File: src/rtl/player_mover.sv
`default_nettype none
// +----------------------------------------------------------------------------+
// | Module  : player_mover                                                     |
// | Purpose : Position engine for the four-player paint game. Latches each     |
// |           player's heading from its direction request and, once every      |
// |           TICK_DIV running cycles, moves all four players one pixel,       |
// |           wrapping at the screen edges.                                    |
// | Ports   : CLOCK_50      - clock, rising edge                               |
// |           reset         - asynchronous active-high reset                   |
// |           running       - enable; low freezes divider/headings/positions   |
// |           p1d..p4d [2:0]- direction request (001 up, 010 down,             |
// |                           011 left, 100 right, others ignored)             |
// |           p1..p4  [14:0]- registered positions {x[7:0], y[6:0]}            |
// |           step          - one-cycle pulse when new positions are visible   |
// | Revision: 1.0 - initial release                                            |
// +----------------------------------------------------------------------------+
module player_mover #(
  parameter int TICK_DIV = 2_500_000,
  parameter int SCREEN_W = 160,
  parameter int SCREEN_H = 120
) (
  input  logic        CLOCK_50,
  input  logic        reset,
  input  logic        running,
  input  logic [2:0]  p1d,
  input  logic [2:0]  p2d,
  input  logic [2:0]  p3d,
  input  logic [2:0]  p4d,
  output logic [14:0] p1,
  output logic [14:0] p2,
  output logic [14:0] p3,
  output logic [14:0] p4,
  output logic        step
);

  localparam logic [2:0] c_DIR_UP    = 3'b001;
  localparam logic [2:0] c_DIR_DOWN  = 3'b010;
  localparam logic [2:0] c_DIR_LEFT  = 3'b011;
  localparam logic [2:0] c_DIR_RIGHT = 3'b100;

  localparam int DIV_W = (TICK_DIV > 2) ? $clog2(TICK_DIV) : 1;
  localparam logic [DIV_W-1:0] c_DIV_LAST = DIV_W'(TICK_DIV - 1);

  localparam logic [7:0] c_X_MAX = 8'(SCREEN_W - 1);
  localparam logic [6:0] c_Y_MAX = 7'(SCREEN_H - 1);

  // Start positions and headings, player 1 in the lowest slice.
  localparam logic [4*15-1:0] c_POS_RST = {15'h45E3, 15'h0A63, 15'h4594, 15'h0A14};
  localparam logic [4*3-1:0]  c_HDG_RST = {c_DIR_LEFT, c_DIR_RIGHT, c_DIR_LEFT, c_DIR_RIGHT};

  logic [DIV_W-1:0] r_div;
  logic             r_step;
  logic             w_step_edge;
  logic [2:0]       w_req [4];
  logic [14:0]      w_pos [4];

  assign w_req[0] = p1d;
  assign w_req[1] = p2d;
  assign w_req[2] = p3d;
  assign w_req[3] = p4d;

  assign w_step_edge = running && (r_div == c_DIV_LAST);

  always_ff @(posedge CLOCK_50 or posedge reset) begin
    if (reset) begin
      r_div  <= '0;
      r_step <= 1'b0;
    end else begin
      r_step <= w_step_edge;
      if (running) begin
        r_div <= w_step_edge ? '0 : r_div + DIV_W'(1);
      end
    end
  end

  for (genvar i = 0; i < 4; i++) begin : g_player
    logic [2:0] r_hdg;
    logic [7:0] r_x;
    logic [6:0] r_y;
    logic [7:0] w_nx;
    logic [6:0] w_ny;
    logic       w_valid;
    logic       w_reverse;

    assign w_valid = (w_req[i] >= c_DIR_UP) && (w_req[i] <= c_DIR_RIGHT);

    assign w_reverse = ((w_req[i] == c_DIR_UP)    && (r_hdg == c_DIR_DOWN))  ||
                       ((w_req[i] == c_DIR_DOWN)  && (r_hdg == c_DIR_UP))    ||
                       ((w_req[i] == c_DIR_LEFT)  && (r_hdg == c_DIR_RIGHT)) ||
                       ((w_req[i] == c_DIR_RIGHT) && (r_hdg == c_DIR_LEFT));

    // Wrap is decided before the add/subtract so no off-screen value can appear.
    always_comb begin
      w_nx = r_x;
      w_ny = r_y;
      case (r_hdg)
        c_DIR_RIGHT: w_nx = (r_x == c_X_MAX) ? 8'd0 : r_x + 8'd1;
        c_DIR_LEFT:  w_nx = (r_x == 8'd0) ? c_X_MAX : r_x - 8'd1;
        c_DIR_DOWN:  w_ny = (r_y == c_Y_MAX) ? 7'd0 : r_y + 7'd1;
        c_DIR_UP:    w_ny = (r_y == 7'd0) ? c_Y_MAX : r_y - 7'd1;
        default: ;
      endcase
    end

    // Position uses the heading held before this edge; a request arriving on
    // a step edge therefore only affects the following step.
    always_ff @(posedge CLOCK_50 or posedge reset) begin
      if (reset) begin
        r_hdg <= c_HDG_RST[i*3 +: 3];
        r_x   <= c_POS_RST[i*15+7 +: 8];
        r_y   <= c_POS_RST[i*15 +: 7];
      end else if (running) begin
        if (w_valid && !w_reverse) begin
          r_hdg <= w_req[i];
        end
        if (w_step_edge) begin
          r_x <= w_nx;
          r_y <= w_ny;
        end
      end
    end

    assign w_pos[i] = {r_x, r_y};
  end

  assign p1   = w_pos[0];
  assign p2   = w_pos[1];
  assign p3   = w_pos[2];
  assign p4   = w_pos[3];
  assign step = r_step;

endmodule
`default_nettype wire

File: config.mk
export PLATFORM = sky130hd
export DESIGN_NAME = player_mover
export DESIGN_NICKNAME = d
export VERILOG_FILES = /design/src/rtl/player_mover.sv
export SDC_FILE = /design/constraint.sdc
export NUM_CORES = 1
export LEC_CHECK = 0
export CORE_ASPECT_RATIO = 2
export CORE_MARGIN = 5
export CORE_UTILIZATION = 44
export DETAILED_ROUTE_END_ITERATION = 8
export PLACE_DENSITY = 0.66
export SYNTH_ARGS = -nofsm -noshare
export SYNTH_HDL_FRONTEND = slang
export SYNTH_SLANG_ARGS = --single-unit
File: constraint.sdc
create_clock -name CLOCK_50 -period 4.6 [get_ports CLOCK_50]
set_input_delay 0.46 -clock CLOCK_50 [delete_from_list [all_inputs] [get_ports CLOCK_50]]
set_output_delay 0.46 -clock CLOCK_50 [all_outputs]
set_load 0.1 [all_outputs]
==> Yosys cells after proc, flatten, opt, wreduce, memory -nomap -nowiden <==
Index checks and enable logic that the tools add are counted.
Widths: inputs -> output; s select.
{ "op_classes": {"add_sub_neg": 17, "n_mul": 0, "div": 0, "order_cmp": 8, "eq_ne": 41, "shift": 0, "muxes": 25, "bitwise_logic": 0, "reduce_logical": 69} }
{ "ops": {"columns": ["cell", "n"], "rows": [
  ["$mux 8", 8],
  ["$pmux 8 s2", 4],
  ["$mux 7", 8],
  ["$pmux 7 s2", 4],
  ["$eq 3x2->1 const B", 16],
  ["$add 8x1->8 const B", 4],
  ["$eq 8x8->1 const B", 4],
  ["$logic_not 8->1", 4],
  ["$sub 8x1->8 const B", 4],
  ["$add 7x1->7 const B", 4],
  ["$eq 7x7->1 const B", 4],
  ["$logic_not 7->1", 4],
  ["$sub 7x1->7 const B", 4],
  ["$logic_and 1x1->1", 25],
  ["$eq 3x1->1 const B", 8],
  ["$eq 3x3->1 const B", 8],
  ["$reduce_and 3->1", 8],
  ["$add 22x1->22 const B", 1],
  ["$eq 22x22->1 const B", 1],
  ["$mux 22", 1],
  ["$reduce_bool 2->1", 8],
  ["$ge 3x1->1 const B", 4],
  ["$le 3x3->1 const B", 4],
  ["$logic_or 1x1->1", 12],
  ["other kinds (2)", 8]
]} }
{ "totals": {"regBits": 95, "latch_bits": 0, "ramBits": 0, "rom_bits": 0, "input_bits": 15, "output_inout_bits": 61, "mem_count": 0} }

==> Depth between registers and ports, before layout <==
{ "depth": {"word_depth": 8, "mapped_depth": 8} }

==> Worst setup path before layout <==
Ideal clock, no wire load.
{ "synth_timing": {"kind": "register to register", "from": "reg g_player[3].r_x[4]", "to": "reg g_player[3].r_x[5]", "t_arrival_ns": 2.362, "required_time_ns": 4.476, "path_slack_ns": 2.114, "path_stages_with_launch": 6, "path_cell_list": "dfrtp_1 > or4_1 > or4b_1 > nand2_1 > nor2_1 > o31a_1"} }
{ "synth_via": {"elab_chain_cells": 3, "word_cells_on_any_way": 7, "cone_classes": "add/sub: 2; eq/ne: 1; mux: 3; reduce/logical: 1"} }
{ "synth_rtl": {"columns": ["element", "line_no", "rtl"], "rows": [
  ["from (decl)", "78", "logic [7:0] r_x;"],
  ["from (signal assigned)", "110", "r_x <= c_POS_RST[i*15+7 +: 8];"],
  ["from (signal assigned)", "117", "r_x <= w_nx;"],
  ["$sub 8x1->8, or another cell as far along", "98", "c_DIR_LEFT: w_nx = (r_x == 8'd0) ? c_X_MAX : r_x - 8'd1;"],
  ["$mux 8 (on tied branches)", "98, 97", null],
  ["$pmux 8 s2 *", "96", "case (r_hdg)"]
]} }
Mark *: on every way between the ends. The rest lies on a longest branch, timed or not.
A chain may end at the register's enable or synchronous reset.

==> Worst setup path in the final report <==
{ "layout_timing": {"from": "reg r_div[6]", "to": "reg g_player[3].r_x[5]"} }
{ "layout_via": {"elab_chain_cells": 3} }
{ "layout_rtl": {"columns": ["element", "line_no", "rtl"], "rows": [
  ["from (decl)", "51", "logic [DIV_W-1:0] r_div;"],
  ["from (signal assigned)", "71", "r_div <= w_step_edge ? '0 : r_div + DIV_W'(1);"],
  ["$eq 22x22->1", "62", "assign w_step_edge = running && (r_div == c_DIV_LAST);"],
  ["$logic_and 1x1->1", "62", null],
  ["$reduce_and 3->1 (no line)", null, null]
]} }
No other way between the ends.

==> results list <==
* Number of port buffers: 75
* DRC violation total after the first TritonRoute iteration: 262
* Routed wire length: 18080 um
- Summed over all nets, wire length on met3 after detailed routing comes to 594 um.
* Number of instances resized during post-cts repair: 0
* Number of global-route vias before repair: 6361
- Slowest stage delay, CP: 0.62 ns
- Leakage power total: 3.097 nW
- Sum of negative setup slack: 0 ns
* Share of synthesized flip-flops with an asynchronous set or reset: 1.000
* Pwr per Cell Area: 270.3 nW/um2
- In this run the vertical extent of the chip is 185.5 um.
- The path with the worst hold slack has its endpoint at g_player[3].r_y[5]$_DFFE_PP1P_.
- The share of the Yosys chip area taken by registers is 0.3564.
- When the netlist entered floorplanning its net count stood at 870.
- Family with the most delay on the worst path: simple AND/OR/NAND/NOR gates
- At the pin with the least slew margin, the transition time is 1.103 ns.
* Cell depth of the worst hold path: 2
* Number of detailed-routing iterations run before antenna repair: 7
* Worst R2R End: g_player[3].r_x[5]$_DFFE_PP0P_
* Startpoint type of the worst setup path: register
* Clock tree from TritonCTS: yes
- Number of synthesized flops with an enable pin: 0
- Hold repair after CTS inserted 0 buffers.
- For this run, the top clock speed supported by timing is 351.5 MHz.
- After detailed routing, the average wire length per cell comes to 16.77 um.
- Post-route met1 wirelength: 6950 um
- After detailed routing, the number of vias per cell comes to 6.152.
* Critical path data arrival time: 3.08 ns
- Number of setup violations in the final report: 0
- Of the cells placed in the final design, the portion with a size suffix greater than 1 is 0.06818.
- Kind of critical path: reg2reg
- Net switching power figure: 0.6426 mW
- Switch share: 0.2997
- The clock arrives with 0.008266 ns of skew.
- Entering global routing, the biggest net connects 77 pins.
* Clock edge transition at the registers on the reported setup and hold paths: 0.07 ns
* First-pass GRT wire length: 30640 um
- Crit. Startpoint: r_div[6]$_DFFE_PP0P_
- The smallest clock period supported by the final layout is computed as 2.845 ns.
- In this run the tightest slew margin relative to its limit is 0.2612.
- The netlist uses 65 different library cells.
- The most used flip-flop cell after synthesis is dfrtp_1.
- Mean Syn Cell Area: 8.124 um2
- Counting cells, the worst reg-to-reg path comes to 4.
* Post-synthesis register bit count: 95
- In this run the cell area measured after placement is 7630 um2.
* Max layer used: met4
- Cell Count Post-Placement: 1062
- Together, buffers and inverters on the worst path number 0.
- GR Overflow Total: 0
- The area growth from synthesis to layout is 17.06%.
* Number of clock buffers inserted by TritonCTS: 9
- Of the total power, the clock network draws 0.360.
- Across all register-to-register paths, the minimum setup slack is 1.76 ns.
* Type of the tightest min-delay check: reg2reg
* Proportion of power drawn by flip-flops and latches: 0.457
- Largest fanout on the critical path: 15
* Dpl hpwl: 13230 um
- Once layout is done, the placed cells without fillers occupy 7931 um2.
* Count of buffers added by post-CTS timing repair for setup: 0
- Slowest cell on crit path: or4b_1
- In this run the clock root is driven by a clkbuf_16.
- Std-Cell Core Area: 15210 um2
- The initial antenna violation count was 0.
* Cell Chain, Critical Path: or4b_1, nor4_4, o211ai_1, o31a_1
- Part of the power in combinational logic: 0.183
* Syn Std Cell Area: 6775 um2
- The clock drives 95 sinks.
* Warnings from Yosys: 0
* DIE WIDTH: 97.75 um
- The final max-slew violation count is 0.
- Final routed DRC violation total: 0
- Cell internal pwr: 1.501 mW
* Clock latency on the worst-skew pair: 0.35 ns
* Starting Density: 0.4453
- STA classifies the critical path endpoint as a register.
- Total met2 wirelength after detailed routing: 10170 um
- Gate Count Post-Synth: 834
- In this run the critical register-to-register path is launched from r_div[6]$_DFFE_PP0P_.
- The worst-case IR drop observed on VDD is 0.1810 mV.
- Longest Clk Path Bufs: 2
* Overall global routing resource usage: 0.2017
- Final cell utilization of the core: 0.5213
- Cell Rows: 64
- MaxCap Viol Count: 0
* Period utilization: 0.6184
- Antenna cells: 0
* Status: completed
- Non-Filler Instances: 1078
* Launch point of the worst hold path: g_player[3].r_y[5]$_DFFE_PP1P_
- Data on the critical path is required at its endpoint by 4.83 ns.
- The number of endpoints with negative hold slack in the final report came to 0.
- Top-Level Pins: 76
- Routability-driven placement finished with a final weighted congestion of 0.8954.
* Routed Antenna Nets: 0
- The die covers 18130 um2.
* Via count: 6632
- Setup repair after global routing left no endpoint under its margin.
- Post-layout net count: 911
- CTS H-Tree Depth: 3
routing by layer:
| layer | vias up | GRT usage |
|---|---|---|
| li1 | 3210 | - |
| met1 | 3210 | 0.2223 |
| met2 | 183 | 0.3921 |
| met3 | 29 | 0.02213 |
| met4 | 0 | 0.07598 |
| met5 | - | 0 |
worst register-to-register path: cells and delay by family, from the launching register on:
kind / cells / cell delay, ns
AOI/OAI and AO/OA: 2 / 1.07
and+or+nand+nor: 2 / 1.22
DFF: 1 / 0.44
how the worst max path moves through the flow:
stage                                             to  slack, ns  depth (start not counted)
CTS                   g_player[3].r_x[5]$_DFFE_PP0P_       1.75                          4
detailed placement    g_player[3].r_x[5]$_DFFE_PP0P_       1.46                          6
global route          g_player[3].r_x[2]$_DFFE_PP0P_       1.59                          5
finish                g_player[3].r_x[5]$_DFFE_PP0P_       1.76                          4
global placement      g_player[3].r_x[5]$_DFFE_PP0P_       1.52                          6
floorplan           g_player[0].r_hdg[0]$_DFFE_PP0P_       1.71                          1
cells in the final DEF (no fill, tap or decap), drive strengths merged, types with 9 or more instances in the layout:
cell type / instances
a21oi: 46
a31oi: 27
and3: 19
and4: 9
clkbuf: 11
clkdlybuf4s50: 75
dfrtp: 65
dfstp: 30
ha: 21
inv: 35
nand2: 62
nand2b: 12
nand3: 42
nand4: 17
nor2: 69
nor3: 25
nor4: 14
o21ai: 98
o22ai: 10
o31ai: 27
xnor2: 14
xor2: 15
cells in the mapped netlist, types with 14 or more instances:
| cell type | n | area (um2) |
|---|---|---|
| a21oi_1 | 46 | 230.2 |
| a31oi_1 | 27 | 168.9 |
| and3_1 | 19 | 118.9 |
| clkbuf_1 | 49 | 183.9 |
| dfrtp_1 | 65 | 1627 |
| dfstp_2 | 30 | 788.3 |
| ha_1 | 21 | 262.8 |
| inv_1 | 34 | 127.6 |
| nand2_1 | 62 | 232.7 |
| nand3_1 | 42 | 210.2 |
| nand4_1 | 17 | 106.4 |
| nor2_1 | 69 | 259.0 |
| nor3_1 | 25 | 125.1 |
| o21ai_0 | 50 | 250.2 |
| o21ai_1 | 48 | 240.2 |
| o31ai_1 | 27 | 202.7 |
| xnor2_1 | 14 | 122.6 |
| xor2_1 | 15 | 131.4 |
cell families after synthesis:
group | Yosys count | share of synthesized area
AO/OA/AOI/OAI | 271 | 0.2515
XOR/XNOR | 29 | 0.03749
adder cells (fa/ha/maj) | 21 | 0.03878
buffers and inverters | 85 | 0.04728
flip-flops | 95 | 0.3564
multiplexers | 3 | 0.004617
AND/OR/NAND/NOR | 330 | 0.2639
flip-flops by register name, summed over array words and instances, names as in the netlist:
signal	cells
g_player.r_hdg	12
g_player.r_x	32
g_player.r_y	28
r_div	22
step	1
power by group through the flow:
stage | Sequential (mW) | Combinational, mW | Clock, mW
final | 0.981 | 0.392 | 0.771
after global placement | 0.992 | 0.393 | 0
after detailed placement | 0.992 | 0.393 | 0
after floorplan | 0.952 | 0.329 | 0
after global routing | 0.989 | 0.446 | 0.819
after CTS | 0.978 | 0.395 | 0.792
through the flow:
| stage | hold WS (ns) | total power [mW] | setup WS (ns) |
|---|---|---|---|
| 6_report | 0.5090 | 2.144 | 1.755 |
| 5_1_grt | 0.5385 | 2.253 | 1.585 |
| 4_1_cts | 0.5084 | 2.165 | 1.749 |
| 3_5_place_dp | 0.4979 | 1.386 | 1.460 |
| 3_3_place_gp | 0.5001 | 1.385 | 1.524 |
| 2_1_floorplan | 0.4724 | 1.282 | 1.713 |
layout make-up:
cell class / count / area (um2)
fill: 1470 / 7283
multi-input combinational: 654 / 4045
sequential: 95 / 2415
timing repair buffer: 80 / 788.3
tap: 198 / 247.7
clock buffer: 11 / 242.7
inverter: 35 / 133.9
clock inverter: 5 / 58.81
Power figures use the tool's default switching activity.
